<file path="config.mk">
export PLATFORM = sky130hd
export DESIGN_NAME = ctrl_event_queue
export DESIGN_NICKNAME = d
export VERILOG_FILES = /design/src/rtl/ctrl_event_queue.sv
export SDC_FILE = /design/constraint.sdc
export NUM_CORES = 1
export LEC_CHECK = 0
export BUFFER_PORTS_ARGS = -buffer_cell sky130_fd_sc_hd__buf_2
export CAP_MARGIN = 0
export CORE_MARGIN = 4
export CORE_UTILIZATION = 55
export DETAILED_ROUTE_END_ITERATION = 16
export PLACE_DENSITY = 0.76
export SETUP_SLACK_MARGIN = 0.2
export SLEW_MARGIN = 20
export SYNTH_ARGS = -nofsm -noshare
export SYNTH_HDL_FRONTEND = slang
export SYNTH_SLANG_ARGS = --single-unit
</file>
<file path="constraint.sdc">
create_clock -name clk -period 5.07 [get_ports clk]
set_input_delay 0 -clock clk [delete_from_list [all_inputs] [get_ports clk]]
set_output_delay 0 -clock clk [all_outputs]
set_load 0.005 [all_outputs]
</file>
<file path="src/rtl/ctrl_event_queue.sv">
// ctrl_event_queue: per-channel change detector feeding a first-word-fall-through
// event FIFO. Each of three decoded control channels is compared against its
// previous value; a change snapshots {signal, timing} into a per-channel pending
// slot, and one pending slot (lowest channel first) is pushed per cycle.
// A change on a channel whose previous event is still pending and not being
// pushed overwrites it and is counted as a lost event.
// Optional feature: define CTRL_EVENT_STAMP_EN to add a 16-bit free-running
// cycle counter and an out_stamp port carrying the detecting-cycle stamp.
module ctrl_event_queue #(
  parameter int FIFO_DEPTH = 8,
  parameter int DROP_W     = 8
) (
  input  logic                          clk,
  input  logic                          rst,
  input  logic [1:0]                    in_signal1,
  input  logic [1:0]                    in_signal2,
  input  logic [1:0]                    in_signal3,
  input  logic [11:0]                   in_timing1,
  input  logic [11:0]                   in_timing2,
  input  logic [11:0]                   in_timing3,
  output logic                          out_valid,
  input  logic                          out_ready,
  output logic [15:0]                   out_data,
  output logic [$clog2(FIFO_DEPTH):0]   fifo_count,
  output logic                          overflow,
  output logic [DROP_W-1:0]             drop_count
`ifdef CTRL_EVENT_STAMP_EN
  ,
  output logic [15:0]                   out_stamp
`endif
);

  localparam int AW = $clog2(FIFO_DEPTH);
  localparam int CW = AW + 1;

  function automatic logic [DROP_W-1:0] sat_add(input logic [DROP_W-1:0] a,
                                                input logic [1:0]        inc);
    logic [DROP_W:0] sum;
    sum = {1'b0, a} + {{(DROP_W-1){1'b0}}, inc};
    if (sum[DROP_W]) return {DROP_W{1'b1}};
    return sum[DROP_W-1:0];
  endfunction

  logic [1:0]  sig_in [3];
  logic [11:0] tim_in [3];

  assign sig_in[0] = in_signal1;
  assign sig_in[1] = in_signal2;
  assign sig_in[2] = in_signal3;
  assign tim_in[0] = in_timing1;
  assign tim_in[1] = in_timing2;
  assign tim_in[2] = in_timing3;

  // ---- stage p0: change detection and per-channel pending snapshots ----
  logic [1:0]  prev_p0 [3];
  logic [2:0]  vld_p0;
  logic [13:0] snap_p0 [3];

  logic [2:0]  chg;
  logic [2:0]  sel_oh;
  logic [2:0]  pushed;
  logic [2:0]  drop;
  logic [1:0]  n_drop;
  logic        pop;
  logic        push;
  logic        full;
  logic [15:0] push_rec;

`ifdef CTRL_EVENT_STAMP_EN
  logic [15:0] cyc_cnt;
  logic [15:0] cyc_next;
  logic [15:0] stamp_p0 [3];
  logic [15:0] push_stamp;
  logic [15:0] stamp_mem [FIFO_DEPTH];
  assign cyc_next = cyc_cnt + 16'd1;
`endif

  // ---- stage p1: FIFO storage ----
  logic [15:0]   mem_p1 [FIFO_DEPTH];
  logic [AW-1:0] wptr_p1;
  logic [AW-1:0] rptr_p1;

  assign full      = (fifo_count == CW'(FIFO_DEPTH));
  assign out_valid = (fifo_count != '0);
  assign pop       = out_valid & out_ready;
  assign push      = (|vld_p0) & (~full | pop);
  assign out_data  = out_valid ? mem_p1[rptr_p1] : 16'h0000;
`ifdef CTRL_EVENT_STAMP_EN
  assign out_stamp = out_valid ? stamp_mem[rptr_p1] : 16'h0000;
`endif

  // Change detect, lowest-channel-first selection and drop decisions
  always_comb begin
    chg      = '0;
    sel_oh   = '0;
    pushed   = '0;
    drop     = '0;
    push_rec = 16'h0000;
`ifdef CTRL_EVENT_STAMP_EN
    push_stamp = 16'h0000;
`endif
    for (int n = 0; n < 3; n++) chg[n] = (sig_in[n] != prev_p0[n]);
    if (vld_p0[0]) begin
      sel_oh   = 3'b001;
      push_rec = {2'd1, snap_p0[0]};
`ifdef CTRL_EVENT_STAMP_EN
      push_stamp = stamp_p0[0];
`endif
    end else if (vld_p0[1]) begin
      sel_oh   = 3'b010;
      push_rec = {2'd2, snap_p0[1]};
`ifdef CTRL_EVENT_STAMP_EN
      push_stamp = stamp_p0[1];
`endif
    end else if (vld_p0[2]) begin
      sel_oh   = 3'b100;
      push_rec = {2'd3, snap_p0[2]};
`ifdef CTRL_EVENT_STAMP_EN
      push_stamp = stamp_p0[2];
`endif
    end
    pushed = push ? sel_oh : 3'b000;
    drop   = chg & vld_p0 & ~pushed;
    n_drop = {1'b0, drop[0]} + {1'b0, drop[1]} + {1'b0, drop[2]};
  end

  // Pending/previous-value control and lost-event accounting
  always_ff @(posedge clk) begin
    if (rst) begin
      for (int n = 0; n < 3; n++) prev_p0[n] <= 2'b00;
      vld_p0     <= '0;
      overflow   <= 1'b0;
      drop_count <= '0;
    end else begin
      for (int n = 0; n < 3; n++) begin
        if (chg[n]) begin
          prev_p0[n] <= sig_in[n];
          vld_p0[n]  <= 1'b1;
        end else if (pushed[n]) begin
          vld_p0[n]  <= 1'b0;
        end
      end
      if (|drop) begin
        overflow   <= 1'b1;
        drop_count <= sat_add(drop_count, n_drop);
      end
    end
  end

  // Snapshot capture of the newest value on every detected change
  always_ff @(posedge clk) begin
    for (int n = 0; n < 3; n++) begin
      if (chg[n]) begin
        snap_p0[n] <= {sig_in[n], tim_in[n]};
`ifdef CTRL_EVENT_STAMP_EN
        stamp_p0[n] <= cyc_next;
`endif
      end
    end
  end

`ifdef CTRL_EVENT_STAMP_EN
  // Free-running cycle counter; a stamp is the count of edges since reset
  always_ff @(posedge clk) begin
    if (rst) cyc_cnt <= 16'd0;
    else     cyc_cnt <= cyc_next;
  end

  // Stamp storage travelling alongside the record storage
  always_ff @(posedge clk) begin
    if (push) stamp_mem[wptr_p1] <= push_stamp;
  end
`endif

  // FIFO pointers and occupancy; simultaneous push and pop keep the count
  always_ff @(posedge clk) begin
    if (rst) begin
      wptr_p1    <= '0;
      rptr_p1    <= '0;
      fifo_count <= '0;
    end else begin
      if (push) wptr_p1 <= wptr_p1 + 1'b1;
      if (pop)  rptr_p1 <= rptr_p1 + 1'b1;
      case ({push, pop})
        2'b10:   fifo_count <= fifo_count + 1'b1;
        2'b01:   fifo_count <= fifo_count - 1'b1;
        default: fifo_count <= fifo_count;
      endcase
    end
  end

  // FIFO record storage
  always_ff @(posedge clk) begin
    if (push) mem_p1[wptr_p1] <= push_rec;
  end

endmodule

</file>
# Yosys cells after proc, flatten, opt, wreduce, memory -nomap -nowiden
# Memories as Yosys holds them, arrays and structs flattened. A register that Yosys moved wholly into a read port is not among the register bits.
# Cells that the tools add are included.
word_totals:
  regBits: 22
  ram_bits: 176
  output_inout_bits: 30
  elab_cells: 82
  mem_count: 3
memory_table:
  columns: ["name", "words", "word_bits", "rd", "rd_clocked_by_memory_dff", "wr", "line_no", "text"]
  rows:
  - ["mem_p1", 8, 16, 1, 1, 1, "79", "logic [15:0] mem_p1 [FIFO_DEPTH];"]
  - ["snap_p0", 3, 14, 3, 0, 3, "57", "logic [13:0] snap_p0 [3];"]
  - ["prev_p0", 3, 2, 3, 0, 3, "55", "logic [1:0] prev_p0 [3];"]
op_classes:
  add_sub_neg: 7
  n_eq_ne: 6
  n_mux: 41
  n_bitwise: 10
  n_reduce_logical: 7
op_table:
  columns: ["operator", "count"]
  rows:
  - ["$mux W16", 4]
  - ["$mux W1", 25]
  - ["$mux W3", 6]
  - ["$mux W8", 2]
  - ["$add A8 B2 Y9", 1]
  - ["$pmux W4 S2", 1]
  - ["$reduce_bool A2 Y1", 4]
  - ["$add A3 B1 Y3 const B", 2]
  - ["$and A3 B3 Y3", 2]
  - ["$mux W2", 3]
  - ["$ne A2 B2 Y1", 3]
  - ["$reduce_or A3 Y1", 2]
  - ["$add A4 B1 Y4 const B", 1]
  - ["$eq A4 B4 Y1 const B", 1]
  - ["$or A1 B1 Y1", 4]
  - ["$reduce_bool A4 Y1", 1]
  - ["$sub A4 B1 Y4 const B", 1]
  - ["$not A3 Y3", 1]
  - ["$add A1 B1 Y2", 1]
  - ["$add A2 B1 Y2", 1]
  - ["$and A1 B1 Y1", 2]
  - ["$eq A2 B1 Y1 const B", 1]
  - ["$eq A2 B2 Y1 const B", 1]
  - ["$not A1 Y1", 1]

# Longest topological paths before layout
# Gate-level depths: netlist of run 1.
depth:
  depth_word: 14
  depth_mapped: 12

# Worst setup path before layout of run 1
# Ideal clock, no wire load.
synth_timing:
  path_kind: "register -> register"
  startpoint: "memory prev_p0[0][0]"
  endpoint: "register drop_count[3]"
  arrival_time_ns: 2.952
  required_ns: 4.929
  setup_slack_ns: 1.976
  path_stages_with_launch: 13
  synth_period_minus_slack_ns: 3.094
  path_cell_list: "edfxtp_1 -> xnor2_1 -> nand2_1 -> nand2_1 -> fa_1 -> inv_1 -> ha_1 -> fa_1 -> and3_1 -> and2_1 -> nor3_1 -> o21a_1 -> a211oi_1"
synth_lines:
  columns: ["element", "line_no", "text"]
  rows:
  - ["from (decl)", "55", null]
  - ["to (signal assigned)", "145", "drop_count <= sat_add(drop_count, n_drop);"]
  - ["to (decl)", "26", "output logic [DROP_W-1:0] drop_count"]

# Worst setup path after layout of run 1
layout_timing:
  startpoint: "register vld_p0[0]"
  endpoint: "register drop_count[3]"
layout_via:
  elab_chain_cells: 12
  elab_cells_between_ends: 15
layout_rtl:
  columns: ["element", "line_no", "text"]
  rows:
  - ["from (decl)", "56", "logic [2:0] vld_p0;"]
  - ["from (signal assigned)", "131", "vld_p0 <= '0;"]
  - ["from (signal, indexed assignment)", "138", "vld_p0[n] <= 1'b1;"]
  - ["from (signal, indexed assignment)", "140", "vld_p0[n] <= 1'b0;"]
  - ["$reduce_or A3 Y1", "86", "assign push = (|vld_p0) & (~full | pop);"]
  - ["$and A1 B1 Y1", "86", null]
  - ["$mux W3", "122", "pushed = push ? sel_oh : 3'b000;"]
  - ["$not A3 Y3", "123", "drop = chg & vld_p0 & ~pushed;"]
  - ["$and A3 B3 Y3 (*)", "123", null]
  - ["$add A1 B1 Y2", "124", "n_drop = {1'b0, drop[0]} + {1'b0, drop[1]} + {1'b0, drop[2]};"]
  - ["$add A2 B1 Y2", "124", null]
  - ["$add A8 B2 Y9", "39", "sum = {1'b0, a} + {{(DROP_W-1){1'b0}}, inc};"]
  - ["$mux W1", "40", "if (sum[DROP_W]) return {DROP_W{1'b1}};"]
  - ["$mux W1", "143", "if (|drop) begin"]
  - ["$mux W1", "129", "if (rst) begin"]
  - ["$mux W8", "41", "return sum[DROP_W-1:0];"]
# Mark *: on every way between the ends. The rest lies on a longest branch, timed or not. The select of a mux whose other input is x is not followed.
# A chain may end at the register's enable or synchronous reset.

==> results_dict.tcl, run 1 <==
set metrics [dict create \
    ctsHtreeMaxLevel 1 \
    drt_wl_total_mm 16.8 \
    r2r_end "drop_count[3]" \
    multi_input_area_sq_mm 0.00218 \
    synth_top_area_share_pct 65.4 \
    slowest_stage "dfxtp_1" \
    setup_tns_ps 0 \
    ys_warn_count 0 \
    track_usage_pct 20.9 \
    path_delay_family "adder cells" \
    setup_viol_count_final 0 \
    firstDrtPassIters 4 \
    synth_area_leaders "edfxtp_1, mux4_2, dfxtp_1" \
    synth_most_common_cell "edfxtp_1" \
    globalRouteOverflowTotal 0 \
    hold_end "snap_p0[0][2]" \
    status "complete, no violations" \
    numCtsBuffers 19 \
    rows 44 \
    syn_nets 536 \
    crit_path_end_kind "flop" \
    fin_skew_ps 7.14 \
    hold_viol 0 \
    drive_gt1_share_pct 26.2 \
    cts_tree "yes" \
    grt_max_degree 34 \
    vias 4594 \
    routedWlPerCell_microns 21.1 \
    powerDensity_mw_per_mm2 473 \
    worstMarginPinSlew_ps 1060 \
    postSynthAreaPerCell_sq_um 16.8 \
    area_growth_pct 19.6 \
    clockBufferDepth 3 \
    p_leak_nw 3.39 \
    clk_latency_ps 490 \
    max_cap_violations 0 \
    clock-sinks 201 \
    fill_cells 975 \
    crit_path_max_incr_delay_ps 920 \
    ant_nets 0 \
    ys_types 55 \
    peakVddDrop_uv 364 \
    clock-root-buffer "clkbuf_16" \
    worstRegToRegCells 11 \
    dpl.cell_count 719 \
    fin_crit_sh_pct 71.4 \
    viasPerCell 5.78 \
    antenna_found_initial 0 \
    required_ps 5410 \
    r2r_setup_slack_ps 1450 \
    hold_class "in2reg" \
    synth_top_area_cell "edfxtp_1" \
    instances_no_fill 795 \
    layout.nets 655 \
    ys_async_sr_fraction_pct 0 \
    die_area_sq_mm 0.0167 \
    startpoint_type "flop" \
    fin_crit_ps 3620 \
    coreArea_sq_mm 0.0145 \
    rsz0062_at_grt "false" \
    synth_seq_cells 201 \
    hold_start "in_timing1[2]" \
    slew_violations 0 \
    cpMostUsedCell "fa_1" \
    dr.first_iter.drc_count 285 \
    hold_depth 2 \
    place.gp.congestion 0.857 \
    fmax_mhz 276 \
    cp.arrival_ps 3960 \
    seq_area_sq_mm 0.00579 \
    crit_fanout 33 \
    r2r-start "vld_p0[0]" \
    port_buffers 74 \
    synthesis.area_sq_mm 0.00808 \
    grt_pass1_vias 4877 \
    start_util_pct 55.8 \
    grt_pass1_wl_mm 26.7 \
    ys_seq_area_share_pct 71.6 \
    synth_common_cells "edfxtp_1, nor2_1, mux4_2, nand2_1, dfxtp_1" \
    chipHeight_microns 129 \
    cts-resized-gates 0 \
    criticalPathCategory "reg2reg" \
    ys.flop_type "edfxtp_1" \
    dp_hpwl_mm 9.45 \
    crit_chain "and3_4 > nand2_1 > fa_1 > inv_1 > ha_1 > fa_1 > and3_1 > and2_1 > nor3_1 > o21a_1 > a211oi_1" \
    netlist_instances 481 \
    diodes 0 \
    relSlewSlack_pct 29.5 \
    path_buf_inv 1 \
    drc_errors 0 \
    clkTransAtPathRegs_ps 60 \
    io_pins 75 \
    synth_edf_count 176 \
    dieWidth_microns 129 \
]
==> cells in the final DEF (no fill, tap or decap), drive strengths merged, types with 8 or more instances in the layout <==
master / netlist / routed
o21ai: 20 / 20
a21oi: 11 / 11
clkbuf: 14 / 25
nand2: 27 / 27
edfxtp: 176 / 176
dfxtp: 25 / 25
mux4: 32 / 32
dlygate4sd3: 0 / 44
nor2: 41 / 41
mux2i: 16 / 16
nor3: 8 / 8
a22oi: 14 / 14
buf: 8 / 76
inv: 14 / 15
==> final cells by class <==
| type | instances | share of cell area (%) |
|---|---|---|
| sequential | 201 | 59.9 |
| multi-input combinational | 244 | 22.6 |
| timing repair buffer | 120 | 8.54 |
| clock buffer | 25 | 5.15 |
| tap | 184 | 2.38 |
| clock inverter | 7 | 0.906 |
| inverter | 14 | 0.544 |
==> registers in the layout (all words and copies together), names as in the netlist, named ones only <==
register / flops
drop_count: 8
fifo_count: 4
mem_p1: 128
overflow: 1
prev_p0: 6
rptr_p1: 3
snap_p0: 42
vld_p0: 3
wptr_p1: 3
==> per-stage QoR <==
stage          area [sq um]  hold slack (ps)  power (W)  utilization (%)  setup slack (ps)
4_1_cts                9660              204    0.00460             66.7              1460
5_1_grt                9670              224    0.00480             66.8              1240
2_1_floorplan          8080             98.9    0.00288                -              1980
3_3_place_gp           8640              176    0.00319             59.6              1650
3_5_place_dp           8640              178    0.00323             59.6              1480
6_report               9670              231    0.00457             66.8              1450
==> worst reg2reg max path, stage by stage, from the launching register on <==
cell	delay, ps
dfxtp_1	920
and3_4	360
nand2_1	80
fa_1	560
inv_1	40
ha_1	220
fa_1	490
and3_1	240
and2_1	200
nor3_1	180
o21a_1	140
a211oi_1	50
==> logic make-up after synthesis <==
logic type	Yosys count	share of synthesized area, %
DFF	201	71.6
and+or+nand+nor	107	6.44
AOI/OAI and AO/OA	67	5.85
muxes	48	10.9
buffers and inverters	36	1.92
xor gates and xnor gates	12	1.49
adders and majority gates	10	1.83
==> per-layer routing <==
metal  routed length (microns)  track usage (%)  vias up
met5                         0                0        -
met4                       390             6.79        0
met3                       970             3.71       35
met2                      8780             36.4      176
met1                      6630             27.0     2279
li1                          -                -     2104
==> report_power, final <==
part | leakage (nW) | switching, W | total, W | internal (W)
Combinational | 1.22 | 0.000550 | 0.00103 | 0.000475
Clock | 0.287 | 0.000566 | 0.00136 | 0.000794
Sequential | 1.88 | 0.000120 | 0.00219 | 0.00207
Total | 3.39 | 0.00124 | 0.00457 | 0.00334
==> worst max path at each step <==
stage	startpoint	end	slack, ps	cells after the start
final	vld_p0[0]	drop_count[3]	1450	11
after floorplan	prev_p0[0][0]	drop_count[3]	1980	12
after CTS	vld_p0[0]	drop_count[3]	1460	11
after global placement	vld_p0[0]	drop_count[3]	1650	11
after global routing	vld_p0[0]	drop_count[3]	1240	11
after detailed placement	vld_p0[0]	drop_count[3]	1480	11
==> timing repair <==
action                    CTS  global route
hold buffers               44             0
buffers inserted            0             0
hold endpoints to repair   62             0
(Power assumes the default switching activity.)
==> run 2: changes to the inputs <==
clock period = 3.7 ns   (was 5.07 ns; I/O delays follow)
==> run 2 against run 1 <==
First-iteration DRC count up 35%; count of clock-buffer cells in the layout down 1; clock power up 49%; sequential power up 38%; sequential share of layout area down 0.90 points; maximum frequency up 14%; non-clock buffer count up 13; die area unchanged; sequential cell count unchanged; core utilization up 1.0 points; wire length up 3.6%; worst setup slack worse by 930 ps; critical endpoint unchanged; largest cell class unchanged; largest power group unchanged.
==> results_dict.tcl, run 2 (synthesized netlist as in run 1, its figures left out) <==
set metrics [dict create \
    vias 4701 \
    powerDensity_mw_per_mm2 659 \
    die_area_sq_mm 0.0167 \
    grt_max_degree 33 \
    layout_commonest_cell "edfxtp_1" \
    clk_latency_ps 490 \
    criticalPathCategory "reg2reg" \
    layout.nets 669 \
    fin_skew_ps 22.3 \
    startpoint "fifo_count[0]" \
    startpoint_type "flop" \
    clock-sinks 201 \
    status "complete, no violations" \
    crit_fanout 7 \
    switchingPower_w 0.00175 \
    cp.arrival_ps 3510 \
    slew_violations 0 \
    setup_tns_ps 0 \
    drc_errors 0 \
    clkTransAtPathRegs_ps 60 \
    drt_wl_total_mm 17.4 \
    dp_hpwl_mm 10.1 \
    track_usage_pct 21.7 \
    start_util_pct 55.8 \
    ant_nets 0 \
    r2r_setup_slack_ps 520 \
    peakVddDrop_uv 444 \
    fmax_mhz 314 \
    globalRouteOverflowTotal 0 \
    hold_ws_ps 221 \
    largest_reg_flops 128 \
    p_leak_nw 3.50 \
    dpl.cell_count 732 \
    p_int_w 0.00471 \
    pwr-share-comb_pct 22.0 \
    hold_buffers 44 \
    relSlewSlack_pct 27.3 \
    crit_path_end_kind "flop" \
    dr.first_iter.drc_count 386 \
    rows 44 \
    clock-root-buffer "clkbuf_16" \
    clockPowerShare_pct 31.2 \
    r2r_end "drop_count[3]" \
    netSwitchingFraction_pct 27.1 \
    grt_pass1_wl_mm 27.8 \
    port_buffers 74 \
    area_growth_pct 21.4 \
    antenna_found_initial 1 \
    r2r-start "fifo_count[0]" \
    cts_tree "yes" \
    dieWidth_microns 129 \
    worstMarginPinSlew_ps 1080 \
    p_seq_share_pct 46.8 \
    numCtsBuffers 20 \
    viasPerCell 5.78 \
    setup_viol_count_final 0 \
    rsz0062_at_grt "false" \
    fin_ws_ps 517 \
    routedWlPerCell_microns 21.4 \
    cts-resized-gates 0 \
    coreArea_sq_mm 0.0145 \
    instances_no_fill 813 \
    top_register "mem_p1" \
    largestRegisters "mem_p1 (128), snap_p0 (42), drop_count (8)" \
    final_cell_mix "edfxtp_1, buf_2, dlygate4sd3_1" \
    grt_pass1_vias 5053 \
    fin_crit_ps 3180 \
    worstRegToRegCells 12 \
    required_ps 4030 \
    max_cap_violations 0 \
    post-route-util_pct 67.8 \
    drive_gt1_share_pct 27.1 \
    chipHeight_microns 129 \
    ctsHtreeMaxLevel 1 \
    hold_viol 0 \
    clockBufferDepth 3 \
    hold_class "in2reg" \
    cts_setup_buffers 0 \
    fin_crit_sh_pct 86.0 \
    dp_slack_ps 508 \
    crit_path_end "drop_count[3]" \
    io_pins 75 \
    place.gp.congestion 0.826 \
    firstDrtPassIters 5 \
]
[run 2: cell count changes in the layout (fill, tap and decap cells not counted), sizes merged]
cell      before  now
buf           76   89
bufinv         2    3
clkbuf        25   24
clkinv         4    8
clkinvlp       0    1
diode          0    1
inv           15   14
[run 2: stage by stage]
| stage | power, W | cell area [sq um] |
|---|---|---|
| after floorplan | 0.00394 | 8080 |
| after CTS | 0.00650 | 9810 |
| after detailed placement | 0.00446 | 8710 |
| after global routing | 0.00678 | 9810 |
| final | 0.00646 | 9810 |
| after global placement | 0.00439 | 8710 |
[run 2: power groups by stage]
stage               Clock (W)  Combinational (W)  Sequential (W)
global placement            0            0.00134         0.00305
floorplan                   0           0.000986         0.00296
CTS                   0.00204            0.00144         0.00303
global route          0.00215            0.00157         0.00306
detailed placement          0            0.00139         0.00307
finish                0.00202            0.00142         0.00302
[run 2: worst min-delay path by stage]
stage / cells after the start / to / from
floorplan: 0 / snap_p0[0][0] / in_timing1[0]
global placement: 1 / snap_p0[0][17] / in_timing2[3]
detailed placement: 1 / snap_p0[0][38] / in_timing3[10]
CTS: 2 / snap_p0[0][16] / in_timing2[2]
global route: 2 / snap_p0[0][8] / in_timing1[8]
finish: 2 / snap_p0[0][6] / in_timing1[6]
[run 2: routing by layer]
metal | share of wire [%] | GRT usage (%) | routed length, microns | vias to the layer above
met5 | 0 | 0 | 0 | -
met4 | 2.2 | 6.79 | 380 | 0
met3 | 6.8 | 3.30 | 1180 | 32
met2 | 53 | 38.2 | 9170 | 219
met1 | 38 | 28.2 | 6640 | 2324
li1 | - | - | - | 2126
[run 2: cell type report]
type | count | area [sq um]
fillers | 909 | 4670
well taps | 184 | 230
diodes | 1 | 2.50
flip-flops and latches | 201 | 5790
repair buffers | 133 | 923
clock buffers | 24 | 515
clock inverters | 12 | 146
inverters | 14 | 52.6
multi-input cells | 244 | 2150
[run 2: worst max-delay path, stage by stage, from the launching register on]
cell and delay (ps):
dfxtp_1 380, nor3_2 300, and3_4 250, nand2_1 70, fa_1 500, inv_1 40
ha_1 210, fa_1 470, and3_1 240, and2_1 200, nor3_1 180, o21a_1 140
a211oi_1 40
